### src/rtl/arbitro_cajeros.sv
`default_nettype none
// +----------------------------------------------------------------------------+
// | arbitro_cajeros: round-robin scheduler and 64-bit balance datapath for     |
// | NUM_TERM cash terminals sharing one account. Optional: LIMITE_RETIRO_EN.   |
// | Revision: 1.0                                                              |
// +----------------------------------------------------------------------------+
module arbitro_cajeros #(
   parameter int          NUM_TERM   = 4,
   parameter logic [31:0] MAX_RETIRO = 32'd500000
) (
   input  logic                  clk,
   input  logic                  rst,
   input  logic                  CARGAR_BALANCE,
   input  logic [63:0]           BALANCE_INICIAL,
   input  logic [NUM_TERM-1:0]   SOLICITUD,
   input  logic [NUM_TERM-1:0]   TIPO_TRANS,
   input  logic [32*NUM_TERM-1:0] MONTO,
   output logic [NUM_TERM-1:0]   CONCEDIDO,
   output logic                  OCUPADO,
   output logic                  LISTO,
   output logic                  ENTREGAR_DINERO,
   output logic                  FONDOS_INSUFICIENTES,
   output logic                  LIMITE_EXCEDIDO,
   output logic                  BALANCE_ACTUALIZADO,
   output logic [63:0]           BALANCE
);

   localparam int IDX_W = (NUM_TERM > 1) ? $clog2(NUM_TERM) : 1;

   localparam logic [1:0] OCIOSO    = 2'd0;
   localparam logic [1:0] EJECUTA   = 2'd1;
   localparam logic [1:0] RESPUESTA = 2'd2;

   logic [1:0]          state_q,       state_d;
   logic [IDX_W-1:0]    ptr_q,         ptr_d;
   logic [IDX_W-1:0]    idx_q,         idx_d;
   logic                tipo_q,        tipo_d;
   logic [31:0]         monto_q,       monto_d;
   logic [NUM_TERM-1:0] concedido_q,   concedido_d;
   logic                ocupado_q,     ocupado_d;
   logic                listo_q,       listo_d;
   logic                entregar_q,    entregar_d;
   logic                fondos_q,      fondos_d;
   logic                limite_q,      limite_d;
   logic                actualizado_q, actualizado_d;
   logic [63:0]         balance_q,     balance_d;

   logic                sel_found;
   logic [IDX_W-1:0]    sel_idx;
   logic [64:0]         suma;
   logic                viola_limite;

   // First requester at or after the pointer, wrapping around.
   always_comb begin
      int j;
      sel_found = 1'b0;
      sel_idx   = '0;
      j         = 0;
      for (int off = 0; off < NUM_TERM; off++) begin
         j = int'(ptr_q) + off;
         if (j >= NUM_TERM) j = j - NUM_TERM;
         if (!sel_found && SOLICITUD[j]) begin
            sel_found = 1'b1;
            sel_idx   = IDX_W'(j);
         end
      end
   end

   assign suma = {1'b0, balance_q} + {33'b0, monto_q};

`ifdef LIMITE_RETIRO_EN
   assign viola_limite = (monto_q > MAX_RETIRO);
`else
   assign viola_limite = 1'b0;
`endif

   always_ff @(posedge clk or negedge rst) begin
      if (!rst) begin
         state_q       <= OCIOSO;
         ptr_q         <= '0;
         idx_q         <= '0;
         tipo_q        <= 1'b0;
         monto_q       <= '0;
         concedido_q   <= '0;
         ocupado_q     <= 1'b0;
         listo_q       <= 1'b0;
         entregar_q    <= 1'b0;
         fondos_q      <= 1'b0;
         limite_q      <= 1'b0;
         actualizado_q <= 1'b0;
         balance_q     <= '0;
      end else begin
         state_q       <= state_d;
         ptr_q         <= ptr_d;
         idx_q         <= idx_d;
         tipo_q        <= tipo_d;
         monto_q       <= monto_d;
         concedido_q   <= concedido_d;
         ocupado_q     <= ocupado_d;
         listo_q       <= listo_d;
         entregar_q    <= entregar_d;
         fondos_q      <= fondos_d;
         limite_q      <= limite_d;
         actualizado_q <= actualizado_d;
         balance_q     <= balance_d;
      end
   end

   always_comb begin
      state_d = state_q;
      case (state_q)
         OCIOSO:    if (!CARGAR_BALANCE && sel_found) state_d = EJECUTA;
         EJECUTA:   state_d = RESPUESTA;
         RESPUESTA: state_d = OCIOSO;
         default:   state_d = OCIOSO;
      endcase
   end

   // Registered outputs are computed one cycle ahead, so LISTO and the flags
   // are visible exactly while the FSM sits in RESPUESTA.
   always_comb begin
      ptr_d         = ptr_q;
      idx_d         = idx_q;
      tipo_d        = tipo_q;
      monto_d       = monto_q;
      concedido_d   = concedido_q;
      balance_d     = balance_q;
      listo_d       = 1'b0;
      entregar_d    = 1'b0;
      fondos_d      = 1'b0;
      limite_d      = 1'b0;
      actualizado_d = 1'b0;
      ocupado_d     = (state_d != OCIOSO);
      case (state_q)
         OCIOSO: begin
            if (CARGAR_BALANCE) begin
               balance_d = BALANCE_INICIAL;
            end else if (sel_found) begin
               idx_d                = sel_idx;
               tipo_d               = TIPO_TRANS[sel_idx];
               monto_d              = MONTO[32*int'(sel_idx) +: 32];
               concedido_d          = '0;
               concedido_d[sel_idx] = 1'b1;
            end
         end
         EJECUTA: begin
            listo_d = 1'b1;
            if (tipo_q && viola_limite) begin
               limite_d = 1'b1;
            end else if (tipo_q && ({32'b0, monto_q} > balance_q)) begin
               fondos_d = 1'b1;
            end else if (tipo_q) begin
               balance_d     = balance_q - {32'b0, monto_q};
               entregar_d    = 1'b1;
               actualizado_d = 1'b1;
            end else begin
               balance_d     = suma[64] ? {64{1'b1}} : suma[63:0];
               actualizado_d = 1'b1;
            end
         end
         RESPUESTA: begin
            concedido_d = '0;
            ptr_d       = (idx_q == IDX_W'(NUM_TERM-1)) ? '0 : idx_q + 1'b1;
         end
         default: ;
      endcase
   end

   assign CONCEDIDO            = concedido_q;
   assign OCUPADO              = ocupado_q;
   assign LISTO                = listo_q;
   assign ENTREGAR_DINERO      = entregar_q;
   assign FONDOS_INSUFICIENTES = fondos_q;
   assign LIMITE_EXCEDIDO      = limite_q;
   assign BALANCE_ACTUALIZADO  = actualizado_q;
   assign BALANCE              = balance_q;

endmodule
`default_nettype wire

### config.mk
export PLATFORM = sky130hd
export DESIGN_NAME = arbitro_cajeros
export DESIGN_NICKNAME = d
export VERILOG_FILES = /design/src/rtl/arbitro_cajeros.sv
export SDC_FILE = /design/constraint.sdc
export NUM_CORES = 1
export LEC_CHECK = 0
export ABC_AREA = 1
export BUFFER_PORTS_ARGS = -buffer_cell sky130_fd_sc_hd__buf_2
export CELL_PAD_IN_SITES_DETAIL_PLACEMENT = 1
export CELL_PAD_IN_SITES_GLOBAL_PLACEMENT = 2
export CORE_MARGIN = 2
export CORE_UTILIZATION = 31
export CTS_BUF_LIST = sky130_fd_sc_hd__clkbuf_8
export CTS_CLUSTER_DIAMETER = 40
export CTS_CLUSTER_SIZE = 25
export DETAILED_ROUTE_END_ITERATION = 10
export GPL_TIMING_DRIVEN = 1
export PLACE_DENSITY_LB_ADDON = 0.1
export SYNTH_ARGS = -nofsm -noshare
export SYNTH_HDL_FRONTEND = slang
export SYNTH_SLANG_ARGS = --single-unit
### constraint.sdc
create_clock -name clk -period 5.2 [get_ports clk]
set_clock_uncertainty 0.2 [all_clocks]
set_input_delay 0.26 -clock clk [delete_from_list [all_inputs] [get_ports clk]]
set_output_delay 0.26 -clock clk [all_outputs]
set_load 0.1 [all_outputs]
==> results of run 1 <==
[metrics by stage]
| step | cell area [um2] | std cells | worst slack (ns) |
|---|---|---|---|
| detailed placement | 17030 | 3749 | 0.9862 |
| global placement | 17030 | 3749 | 1.114 |
| CTS | 18480 | 3890 | 0.2172 |
| floorplan | 15320 | 2907 | 1.933 |
| global route | 18490 | 3891 | 0.2490 |
| finish | 18500 | 3893 | 0.6015 |
[synthesized netlist by cell type (2+ instances only)]
cell type | count | share of area, %
sky130_fd_sc_hd__nand2_1 | 1237 | 30
sky130_fd_sc_hd__inv_1 | 420 | 10
sky130_fd_sc_hd__nor2_1 | 330 | 8.1
sky130_fd_sc_hd__nand3_1 | 272 | 8.9
sky130_fd_sc_hd__dfrtp_1 | 111 | 18
sky130_fd_sc_hd__o21ai_0 | 79 | 2.6
sky130_fd_sc_hd__a21oi_1 | 74 | 2.4
sky130_fd_sc_hd__ha_1 | 65 | 5.3
sky130_fd_sc_hd__buf_2 | 49 | 1.6
sky130_fd_sc_hd__clkbuf_1 | 29 | 0.71
sky130_fd_sc_hd__nand4_1 | 28 | 1.1
sky130_fd_sc_hd__nor3_1 | 28 | 0.91
sky130_fd_sc_hd__o21ai_1 | 20 | 0.65
sky130_fd_sc_hd__buf_4 | 18 | 0.88
sky130_fd_sc_hd__nand3_2 | 17 | 1.1
sky130_fd_sc_hd__xor2_1 | 14 | 0.80
sky130_fd_sc_hd__o211ai_1 | 12 | 0.59
sky130_fd_sc_hd__clkbuf_2 | 11 | 0.36
sky130_fd_sc_hd__o21bai_1 | 10 | 0.49
sky130_fd_sc_hd__or2_2 | 10 | 0.41
sky130_fd_sc_hd__nor4_1 | 9 | 0.37
sky130_fd_sc_hd__nand2_2 | 6 | 0.25
sky130_fd_sc_hd__nand3b_1 | 6 | 0.29
sky130_fd_sc_hd__buf_12 | 5 | 0.65
sky130_fd_sc_hd__and2_1 | 4 | 0.16
sky130_fd_sc_hd__buf_1 | 4 | 0.098
sky130_fd_sc_hd__inv_2 | 3 | 0.073
sky130_fd_sc_hd__nand2_4 | 3 | 0.22
sky130_fd_sc_hd__nor3_2 | 3 | 0.20
sky130_fd_sc_hd__xnor2_1 | 3 | 0.17
sky130_fd_sc_hd__buf_6 | 2 | 0.15
sky130_fd_sc_hd__fa_1 | 2 | 0.26
sky130_fd_sc_hd__inv_4 | 2 | 0.082
sky130_fd_sc_hd__nor2_2 | 2 | 0.082
sky130_fd_sc_hd__nor2_4 | 2 | 0.15
sky130_fd_sc_hd__o21ai_2 | 2 | 0.11
[sequential cells by signal, summed over array words and instances, names as in the netlist]
register	count
BALANCE	64
BALANCE_ACTUALIZADO	1
CONCEDIDO	4
ENTREGAR_DINERO	1
FONDOS_INSUFICIENTES	1
LISTO	1
OCUPADO	1
idx_q	2
monto_q	32
ptr_q	2
state_q	1
tipo_q	1
[layout make-up]
cell class,count,area [um2],share of cell area [%]
antenna,3,7.507,0.04059
clock buffer,9,123.9,0.6697
clock inverter,7,77.57,0.4194
inverter,425,1600,8.652
multi-input combinational,2253,10290,55.63
sequential,111,2779,15.02
tap,664,830.8,4.492
timing repair buffer,421,2788,15.07
[per-layer routing]
layer	track usage, %	vias to the layer above
met5	0	-
met4	6.473	0
met3	4.976	79
met2	51.91	455
met1	42.06	9227
li1	-	9534
[final timing paths]
check	from	end	slack [ns]	cells past startpoint
hold reg to reg	idx_q[0]$_DFFE_PN0P_	ptr_q[0]$_DFFE_PN0P_	0.30	1
max in group asynchronous	rst	BALANCE[36]$_DFFE_PN0P_	3.70	3
hold / removal	BALANCE_INICIAL[27]	BALANCE[27]$_DFFE_PN0P_	0.03	5
setup reg to reg	ptr_q[0]$_DFFE_PN0P_	monto_q[15]$_DFFE_PN0P_	0.60	17
min in group asynchronous	rst	BALANCE[4]$_DFFE_PN0P_	0.07	2
setup / recovery	ptr_q[0]$_DFFE_PN0P_	monto_q[15]$_DFFE_PN0P_	0.60	17
[critical path, delay by kind of cell (launching register included)]
family / cells / cell delay [ns]
buf+inv: 4 / 1.48
compound gates: 1 / 0.16
flops: 1 / 0.72
simple gates: 11 / 1.54
xor+xnor: 1 / 0.33
[layout by cell type, fill, tap and decap left out, types with 6 or more instances in the layout]
cell type	n
sky130_fd_sc_hd__a21oi_1	74
sky130_fd_sc_hd__buf_2	274
sky130_fd_sc_hd__buf_4	22
sky130_fd_sc_hd__clkbuf_8	9
sky130_fd_sc_hd__dfrtp_1	110
sky130_fd_sc_hd__dlygate4sd3_1	125
sky130_fd_sc_hd__ha_1	65
sky130_fd_sc_hd__inv_1	420
sky130_fd_sc_hd__nand2_1	1236
sky130_fd_sc_hd__nand3_1	272
sky130_fd_sc_hd__nand3_2	17
sky130_fd_sc_hd__nand3b_1	6
sky130_fd_sc_hd__nand4_1	28
sky130_fd_sc_hd__nor2_1	329
sky130_fd_sc_hd__nor3_1	28
sky130_fd_sc_hd__nor4_1	9
sky130_fd_sc_hd__o211ai_1	12
sky130_fd_sc_hd__o21ai_0	79
sky130_fd_sc_hd__o21ai_1	20
sky130_fd_sc_hd__o21bai_1	10
sky130_fd_sc_hd__or2_2	10
sky130_fd_sc_hd__xor2_1	14
[logic make-up after synthesis]
| kind of cell | after synthesis | synth area share, % |
|---|---|---|
| flops | 111 | 18.13 |
| other cells | 1 | 0.02448 |
| simple gates | 1964 | 53.13 |
| buf+inv | 543 | 14.90 |
| compound gates | 203 | 7.170 |
| fa+ha+maj | 67 | 5.570 |
| xor+xnor | 18 | 1.078 |
[repair_timing]
action                     in CTS  in global routing
setup endpoints to repair       0                  3
hold endpoints to repair      122                  0
hold buffers                  125                  0
resized for setup               0                  1
setup buffers                   0                  0
==> results by stage, run 1 <==
Logic synthesis:
- Synthesis inferred 111 register bits.
- The sequential area share after synthesis is 18.13%.
- The synthesized design contains 0 enable-type register cells.
- Dividing the synthesized area by the synthesized cell count gives 5.270 um2.
- Yosys printed 0 warnings.
- The predominant post-synthesis flop cell is sky130_fd_sc_hd__dfrtp_1.
- In this run the cell area of the synthesized design comes to 0.01532 mm2.
- The number of library cell types mapped by synthesis is 51.
- The synthesized net count is 3177.
- The fraction of synthesis flops using an asynchronous set or reset pin is 100.0%.
- The synthesized instance count is 2907.

Floorplanning:
- The area enclosed by the die boundary is 0.05122 mm2.
- The x dimension of the die is 226.3 um.
- The initial cell density of the core is 31.36%.
- The vertical extent of the die is 226.3 um.
- The floorplan has 81 rows.
- The core region is 0.04885 mm2.
- During I/O placement, the number of pins put on the boundary was 277.

Routing:
- The final antenna-violating net count is 0.
- In the final routing, the length of wire on met1 measures 36980 um.
- In the routed design, unresolved DRC markers number 0.
- The routed design has 78890 um of wire.
- The count of vias placed by the detailed router is 19300.
- The first-iteration detailed-routing DRC count is 1086.
- The detail-routed via count per cell is 4.956.
- The detail-routed net length per standard cell is 20.26 um.
- The routed wire length on met3 is 4167 um.
- The uppermost signal routing layer after detailed routing is met4.
- The first detailed-routing pass ran for 5 iterations.
- The met2 wire length is 36170 um.

Critical path:
- The cell repeated most along the worst path is sky130_fd_sc_hd__nand2_1.
- Traced cell by cell, the critical path runs through xor2_2, nand2_1, o21ai_2, inv_2, nor2_1, nor2_2, nand2_8, nand2_4, buf_4, nand2_1, nand2_1, dlygate4sd3_1, nand2_1, nand2_1, dlygate4sd3_1, nand2_1, nand2_1.
- The startpoint type of the worst setup path is a flop.
- Among all stages on the critical path, the largest delay is contributed by sky130_fd_sc_hd__dfrtp_1.
- The biggest fanout along the worst timing path is 67.
- The data arrival time of the worst path is 4.77 ns.
- The path type of the worst setup path is flop to flop.
- The critical path capture point type is a flop.
- The largest incremental delay on the critical path is 0.72 ns.
- At the worst endpoint, the required time is 5.37 ns.

STA:
- Setup repair after global routing left no endpoint under its margin.
- The peak clock frequency supported by timing is 0.2175 GHz.
- Setup violations remaining at the end of the flow were counted as 0.
- Across all hold checks on the routed design, the worst slack comes to 0.02785 ns.
- Measured against its own limit, the worst slew margin works out to 23.68%.
- The number of pins exceeding their max-slew limit in the final report is 0.
- The final critical path time including I/O delays and setup is 4.599 ns.
- The setup TNS is 0 ns.
- For the pin with the worst max-slew slack, the measured transition is 1.141 ns.
- Of the available clock period, the critical path in the final layout requires 88.43%.
- The final number of hold-violating endpoints came to 0.

Hold path:
- The path class of the lowest-slack min-delay path is primary input to flop.

Global route:
- Entering global routing, the biggest net connects 68 pins.
- The initial antenna violation count is 2.
- The wire length of the first global-routing pass is 119500 um.
- The via count of the first global-routing pass came to 19810.
- The total track usage is 31.05%.
- The total congestion overflow after global routing is 0.

Place:
- The HPWL reported at the end of detailed placement is 64560 um.
- The number of buffers added on ports is 275.
- At the end of routability-driven placement, the weighted congestion stood at 0.9462.

Clocking:
- The deepest clock path buffer count is 2.
- The clock transition at the register clock pins on the worst setup and hold paths after CTS is 0.15 ns.
- The cell chosen for the clock root is sky130_fd_sc_hd__clkbuf_8.
- The H-tree was split into 3 levels.
- The clock drives 111 sinks.
- The clock latency of the later-clocked register in the worst-skew pair is 0.50 ns.
- Buffers inserted during clock tree synthesis total 9.
- The TritonCTS clock tree is yes.

Final layout:
- Cells with a size suffix above 1 make up 11.53% of the layout.
- The layout overhead on the synthesized area is 20.73%.
- The final layout contains 3491 nets.
- The fill cell instance count of the final layout is 6930.
- Once layout is complete, the utilization of the core stands at 37.86%.

Status:
- The flow ran to the end, and the final reports show no timing, DRC or antenna violations.

Job:
- The count of max-cap constraint violations is 0.
Power of run 1 is not shown: default switching activity piles up to over one toggle a cycle in this logic, so the estimate is an artifact.
==> run 2, diff against run 1 <==
--- a/config.mk
+++ b/config.mk
@@ -9,8 +9,8 @@
 export BUFFER_PORTS_ARGS = -buffer_cell sky130_fd_sc_hd__buf_2
 export CELL_PAD_IN_SITES_DETAIL_PLACEMENT = 1
 export CELL_PAD_IN_SITES_GLOBAL_PLACEMENT = 2
-export CORE_MARGIN = 2
-export CORE_UTILIZATION = 31
+export CORE_MARGIN = 1.5
+export CORE_UTILIZATION = 29
 export CTS_BUF_LIST = sky130_fd_sc_hd__clkbuf_8
 export CTS_CLUSTER_DIAMETER = 40
 export CTS_CLUSTER_SIZE = 25
==> constraint.sdc (replaced) <==
create_clock -name clk -period 4.4 [get_ports clk]
set_clock_uncertainty 0.2 [all_clocks]
set_input_delay 0.22 -clock clk [delete_from_list [all_inputs] [get_ports clk]]
set_output_delay 0.22 -clock clk [all_outputs]
set_load 0.1 [all_outputs]
==> run 2 against run 1 <==
Critical path type unchanged. Global-route usage is 0.77 points lower. Design area is 1.4% higher. Critical path depth stayed put. Wire length is 3.9% higher. Fmax is 14% higher. Die area is 5.9% higher.
==> results by stage, run 2 (same netlist as run 1, synthesis figures left out) <==
Routing:
- The final antenna-violating net count is 0 (unchanged).
- The count of vias placed by the detailed router came to 19370 (+0.37%).
- The detail-routed via count per cell is 4.918 (-0.77%).
- The first-iteration detailed-routing DRC count is 1183 (+8.9%).
- The routed wire length is 81940 um (+3.9%).
- The number of optimization iterations in the first detailed-route pass came to 5 (unchanged).
- The detail-routed net length per standard cell is 20.81 um (+2.7%).
- The number of remaining DRC errors came to 0 (unchanged).

Critical path:
- The endpoint required time on the critical path was 4.58 ns (-0.79 ns).
- The startpoint identified for the worst register-to-register timing path is ptr_q[0]$_DFFE_PN0P_.
- The internal reg-to-reg setup slack is 0.36 ns (-0.24 ns).
- The data arrival time of the worst path was 4.22 ns (-0.55 ns).
- The critical path capture point type is a flop.
- The cell repeated most along the worst path is sky130_fd_sc_hd__nand2_1.
- Traced cell by cell, the critical path runs through xor2_2, nand2_1, o21ai_2, inv_2, nor2_1, nor2_2, nand2_8, nand2_4, buf_12, nand2_1, nand2_1, dlygate4sd3_1, nand2_1, nand2_1, dlygate4sd3_1, nand2_1, nand2_1.
- The largest incremental delay on the critical path is 0.72 ns (about the same).
- STA classifies the critical path startpoint as a flop.
- The cell depth of the worst flop-to-flop path is 17 (unchanged).
- The path type of the worst setup path is flop to flop.
- The biggest fanout along the worst timing path is 46 (-31%).
- The worst register-to-register path ends at monto_q[12]$_DFFE_PN0P_.
- On the critical path, the stage with the largest delay is an instance of sky130_fd_sc_hd__dfrtp_1.

Clocking:
- The post-CTS setup-driven buffer insertion count is 0 (unchanged).
- The number of clock sinks is 111 (unchanged).
- The deepest clock path buffer count is 2 (unchanged).
- The cell chosen for the clock root is sky130_fd_sc_hd__clkbuf_8.
- The number of buffers inserted during clock tree synthesis is 9 (unchanged).
- The TritonCTS clock tree is yes.
- The clock latency of the later-clocked register in the worst-skew pair was 0.50 ns (about the same).
- The H-tree depth was 3 (unchanged).
- The clock transition at the register clock pins on the worst setup and hold paths after CTS was 0.14 ns (about the same).

Final layout:
- The ratio of cells with drive above 1 in the final layout is 11.85% (+0.32 points).
- The area growth from synthesis to layout is 22.46%.
- The library cell used most frequently in the layout, excluding fill and tap cells, is sky130_fd_sc_hd__nand2_1.
- The post-layout net count was 3514 (+0.66%).
- The core utilization of the finished layout is 35.85% (-2.0 points).
- The fill cell instance count of the final layout came to 7326 (+5.7%).
- In the layout the commonest cells are sky130_fd_sc_hd__nand2_1, sky130_fd_sc_hd__inv_1, sky130_fd_sc_hd__nor2_1.
- The area of all placed cells without fillers is 0.01876 mm2 (+1.4%).
- The number of flip-flops in the largest register came to 64 (unchanged).

Floorplanning:
- The area enclosed by the die boundary is 0.05422 mm2 (+5.9%).
- The x dimension of the die was 232.9 um (+2.9%).
- The top-level port count came to 277 (unchanged).
- The vertical extent of the die came to 232.9 um (+2.9%).
- The initial cell density of the core is 29.27% (-2.1 points).
- The site row count is 84 (+3.7%).
- The core area came to 0.05234 mm2 (+7.1%).

STA:
- The period utilization came to 91.84% (+3.4 points).
- The setup TNS is 0 ns (unchanged).
- The number of pins exceeding their max-slew limit in the final report is 0 (unchanged).
- The slew at the pin closest to its max-slew limit is 1.002 ns (-0.1386 ns).
- The final number of hold-violating endpoints is 0 (unchanged).
- The final-report setup violation count is 0 (unchanged).
- The final critical path time including I/O delays and setup was 4.041 ns (-0.5574 ns).
- The worst relative slew slack came to 33.19% (+9.5 points).
- The peak clock frequency supported by timing was 0.2475 GHz (+14%).
- Setup repair after global routing left no endpoint under its margin.

Hold path:
- For hold timing, the worst endpoint is monto_q[30]$_DFFE_PN0P_.
- The depth of the worst hold-timing path was 7 (+2).
- The worst min-delay path startpoint is MONTO[94].
- The path class of the lowest-slack min-delay path is primary input to flop.

Job:
- The count of max-cap constraint violations is 0 (unchanged).

Global route:
- The largest net degree at the start of global routing was 69 (+1.5%).
- The initial antenna violation count is 3 (+1).
- The total track usage came to 30.28% (-0.77 points).
- The total congestion overflow after global routing is 0 (unchanged).
- The wire length of the first global-routing pass is 121600 um (+1.7%).
- The via count of the first global-routing pass is 19780 (-0.17%).

Place:
- The placer's final routability congestion estimate came to 0.9913 (+4.8%).
- The total placed instance area is 0.01720 mm2 (+0.97%).
- The number of buffers added on ports is 275 (unchanged).
- The HPWL reported at the end of detailed placement came to 67190 um (+4.1%).

Status:
- The flow ran to the end, and the final reports show no timing, DRC or antenna violations.
-- run 2: metrics by stage --
step	hold WS, ns	worst slack, ns	cells
after floorplan	-0.2756	1.133	2907
after global placement	0.08571	0.7580	3786
after detailed placement	0.09235	0.6582	3786
after CTS	0.006769	0.06645	3937
after global routing	0.08129	0.02187	3937
final	0.01155	0.3589	3938
-- run 2: worst max path at each step --
stage / startpoint / end / slack, ns / cells past startpoint
after floorplan: BALANCE[0]$_DFFE_PN0P_ / BALANCE[21]$_DFFE_PN0P_ / 1.13 / 17
after global placement: BALANCE[2]$_DFFE_PN0P_ / BALANCE[10]$_DFFE_PN0P_ / 0.76 / 17
after detailed placement: BALANCE[2]$_DFFE_PN0P_ / BALANCE[9]$_DFFE_PN0P_ / 0.66 / 17
after CTS: ptr_q[0]$_DFFE_PN0P_ / monto_q[12]$_DFFE_PN0P_ / 0.07 / 17
after global routing: ptr_q[0]$_DFFE_PN0P_ / monto_q[13]$_DFFE_PN0P_ / 0.02 / 16
final: ptr_q[0]$_DFFE_PN0P_ / monto_q[12]$_DFFE_PN0P_ / 0.36 / 17
-- run 2: area by class of cell --
cell class	instances	area [um2]	share of cell area, %
Clock inverter	7	78.83	0.4201
Antenna cell	1	2.502	0.01334
Clock buffer	9	123.9	0.6602
Tap cell	688	860.8	4.588
Timing Repair Buffer	444	3027	16.13
Inverter	425	1600	8.530
Multi-Input combinational cell	2253	10290	54.85
Sequential cell	111	2779	14.81
-- run 2: critical path, delay by kind of cell, from the launching register on --
kind / cells / cell delay, ns
AO/OA/AOI/OAI: 1 / 0.15
XOR/XNOR: 1 / 0.31
AND/OR/NAND/NOR: 11 / 1.06
flip-flops: 1 / 0.72
buffers and inverters: 4 / 1.43
-- run 2: what timing repair did --
item | in CTS | in global routing
hold endpoints to repair | 131 | 0
resized for setup | 0 | 2
hold buffers | 135 | 0
endpoints found under the setup margin | 0 | 17
-- run 2: layer usage --
layer | wire length (um) | part of all wire (%) | up-vias | global-route usage [%]
met1 | 39120 | 48 | 9215 | 41.51
li1 | - | - | 9582 | -
met2 | 36010 | 44 | 476 | 48.07
met3 | 4314 | 5.3 | 92 | 4.730
met5 | 13 | 0.016 | - | 0
met4 | 2483 | 3.0 | 2 | 10.14
Power of run 2 is left out for the same reason.
==> run 3, diff against run 2 <==
--- a/config.mk
+++ b/config.mk
@@ -16,7 +16,7 @@
 export CTS_CLUSTER_SIZE = 25
 export DETAILED_ROUTE_END_ITERATION = 10
 export GPL_TIMING_DRIVEN = 1
-export PLACE_DENSITY_LB_ADDON = 0.1
+export PLACE_DENSITY = 0.8
 export SYNTH_ARGS = -nofsm -noshare
 export SYNTH_HDL_FRONTEND = slang
 export SYNTH_SLANG_ARGS = --single-unit
==> constraint.sdc (replaced) <==
create_clock -name clk -period 4.4 [get_ports clk]
set_clock_uncertainty 0.2 [all_clocks]
set_input_delay 0.22 -clock clk [delete_from_list [all_inputs] [get_ports clk]]
set_output_delay 0.22 -clock clk [all_outputs]
set_load 0.005 [all_outputs]
==> run 3 against run 2 <==
Hold slack improved by 0.020 ns. Register-to-register slack improved by 0.12 ns. Via count rose by 0.84%. Critical endpoint is now monto_q[13]$_DFFE_PN0P_. Largest cell class unchanged. Highest routed layer is now met4.
==> results by stage, run 3 (same netlist as run 1, synthesis figures left out) <==
STA:
- The final critical path time including I/O delays and setup was 3.918 ns (-0.1234 ns).
- Setup repair after global routing left no endpoint under its margin.
- The number of pins exceeding their max-slew limit in the final report is 0 (unchanged).
- The final-report setup violation count is 0 (unchanged).
- The setup TNS is 0 ns (unchanged).
- The worst relative slew slack is 28.34% (-4.9 points).
- The period utilization is 89.04% (-2.8 points).
- The slew at the pin closest to its max-slew limit was 1.074 ns (+0.07158 ns).
- The worst hold margin was 0.03130 ns (+0.01976 ns).
- The final number of hold-violating endpoints came to 0 (unchanged).
- The peak clock frequency supported by timing is 0.2553 GHz (+3.2%).

Routing:
- The detail-routed via count per cell is 4.967 (+1.0%).
- The detail-routed net length per standard cell came to 20.79 um (about the same).
- The routed wire length was 81760 um (-0.22%).
- The count of vias placed by the detailed router is 19530 (+0.84%).
- The number of remaining DRC errors is 0 (unchanged).
- The first-iteration detailed-routing DRC count came to 1337 (+13%).
- The number of optimization iterations in the first detailed-route pass is 5 (unchanged).
- The final antenna-violating net count is 0 (unchanged).

Critical path:
- The cell that appears most often on the critical path is sky130_fd_sc_hd__nand2_1.
- The worst setup path is of the flop to flop kind.
- Tracing the worst setup path back leads to its startpoint at ptr_q[0]$_DFFE_PN0P_.
- The worst setup path is launched from a flop.
- The largest incremental delay on the critical path is 0.56 ns (-0.16 ns).
- Traced cell by cell, the critical path runs through xor2_2, nand2_1, o21ai_2, inv_2, nor2_1, nor2_2, nand2_8, nand2_2, nand2_1, nand2_1, dlygate4sd3_1, nand2_1, nand2_1, dlygate4sd3_1, nand2_1, nand2_1.
- The endpoint required time on the critical path is 4.57 ns (about the same).
- The worst setup path is captured at a flop.
- The startpoint identified for the worst register-to-register timing path is ptr_q[0]$_DFFE_PN0P_.
- The biggest fanout along the worst timing path is 42 (-8.7%).
- The largest individual stage delay along the critical path comes from the cell sky130_fd_sc_hd__dlygate4sd3_1.
- The data arrival time of the worst path came to 4.09 ns (-0.13 ns).

Power and ir drop:
- IR analysis of the VDD net gives a maximum drop of 0.9868 mV.
- The cell area power density is 921.9 mW/mm2.
- The analysis attributes to cell leakage a power of 10.49 nW.

Place:
- The number of buffers added on ports is 275 (unchanged).
- The HPWL reported at the end of detailed placement came to 67620 um (+0.65%).
- The number of instances in the placed design is 3786 (unchanged).
- The placer's final routability congestion estimate is 1.001 (+1.0%).

Hold path:
- The tightest min-delay check is of the primary input to flop type.
- In this run the most critical hold path is launched from MONTO[82].

Global route:
- The total congestion overflow after global routing is 0 (unchanged).
- The initial antenna violation count is 2 (-1).
- The via count of the first global-routing pass was 19710 (-0.32%).
- The largest net degree at the start of global routing is 67 (-2.9%).
- The wire length of the first global-routing pass is 121900 um (+0.29%).
- The total track usage is 30.12% (-0.16 points).

Final layout:
- The ratio of cells with drive above 1 in the final layout was 11.87% (+0.022 points).
- The register area was 0.002780 mm2 (about the same).
- The core utilization of the finished layout is 35.76% (-0.089 points).
- The number of flip-flops in the largest register is 64 (unchanged).
- The number of standard cells in the layout, taps in and fillers out came to 3932 (-0.15%).
- The top cell types in the final layout, fill and taps aside, are sky130_fd_sc_hd__nand2_1, sky130_fd_sc_hd__inv_1, sky130_fd_sc_hd__nor2_1.
- The multi-input gate area in the final layout is 0.01028 mm2 (about the same).
- The post-layout net count is 3508 (-0.17%).
- The most frequent standard cell in the layout excluding fill and tap cells is sky130_fd_sc_hd__nand2_1.
- The layout overhead on the synthesized area is 22.16%.
- The fill cell instance count of the final layout is 7348 (+0.30%).

Clocking:
- The H-tree depth is 3 (unchanged).
- The cell sitting at the root of the clock tree is a sky130_fd_sc_hd__clkbuf_8.
- The number of buffers inserted during clock tree synthesis is 9 (unchanged).
- The TritonCTS clock tree is yes.
- The deepest clock path buffer count is 2 (unchanged).
- The clock transition at the register clock pins on the worst setup and hold paths after CTS is 0.11 ns (-0.03 ns).
- The clock latency of the later-clocked register in the worst-skew pair is 0.49 ns (about the same).
- The post-CTS setup-driven buffer insertion count was 0 (unchanged).
- The number of clock sinks is 111 (unchanged).

Floorplanning:
- The site row count is 84 (unchanged).
- The area enclosed by the die boundary is 0.05422 mm2 (unchanged).
- The vertical extent of the die is 232.9 um (unchanged).
- The x dimension of the die was 232.9 um (unchanged).
- The top-level port count is 277 (unchanged).
- The initial cell density of the core is 29.27% (unchanged).
- The core area came to 0.05234 mm2 (unchanged).

Job:
- The count of max-cap constraint violations is 0 (unchanged).

Status:
- The run finished with clean final reports.
-- run 3: cell count changes in the layout (fill, tap and decap cells not counted), moves of 2 or more --
cell	delta
sky130_fd_sc_hd__clkinv_8	-2
sky130_fd_sc_hd__dlygate4sd3_1	-6
sky130_fd_sc_hd__clkbuf_8	+2
sky130_fd_sc_hd__inv_6	-3
-- run 3: worst max-delay path, delay by kind of cell, from the launching register on --
kind                      cells  cell delay, ns
buffers and inverters         3            1.15
AOI/OAI and AO/OA             1            0.16
and+or+nand+nor              11            1.39
DFF                           1            0.54
xor gates and xnor gates      1            0.36
-- run 3: repair_timing --
item | CTS | global route
setup endpoints to repair | 0 | 9
resized for setup | 0 | 2
endpoints found under the hold margin | 147 | 0
hold buffers | 129 | 0
-- run 3: cell type report --
type | instances | area share (%)
inverters | 425 | 8.551
diodes | 1 | 0.01337
well taps | 688 | 4.600
flip-flops and latches | 111 | 14.85
clock buffers | 11 | 0.8089
clock inverters | 5 | 0.3008
multi-input cells | 2253 | 54.95
repair buffers | 438 | 15.92
-- run 3: layer usage --
metal | share of wire (%) | global-route usage, %
met1 | 46 | 39.78
met4 | 2.3 | 8.528
met3 | 4.3 | 3.248
met5 | 0 | 0
met2 | 47 | 51.50
-- run 3: report_power, final --
group	switching (mW)	internal [mW]	total (mW)
Clock	0.455	0.295	0.750
Combinational	9.79	4.35	14.1
Sequential	0.851	1.51	2.37
-- run 3: path summary, 6_finish.rpt --
check | slack [ns] | endpoint | depth (start not counted)
min in group asynchronous | 0.18 | BALANCE[1]$_DFFE_PN0P_ | 2
max | 0.48 | monto_q[13]$_DFFE_PN0P_ | 16
min reg2reg | 0.31 | ptr_q[0]$_DFFE_PN0P_ | 1
min | 0.03 | monto_q[18]$_DFFE_PN0P_ | 7
max in group asynchronous | 2.54 | monto_q[29]$_DFFE_PN0P_ | 3
max reg2reg | 0.48 | monto_q[13]$_DFFE_PN0P_ | 16
-- run 3: stage by stage --
| step | setup slack, ns | area (um2) | power, mW |
|---|---|---|---|
| after global routing | 0.1703 | 18720 | 18.91 |
| after CTS | 0.1796 | 18710 | 17.19 |
| after global placement | 0.7036 | 17210 | 15.52 |
| after detailed placement | 0.6501 | 17210 | 15.71 |
| after floorplan | 1.797 | 15320 | 10.94 |
| final | 0.4823 | 18720 | 17.25 |
Note: power is estimated with default switching activity, not from simulation.
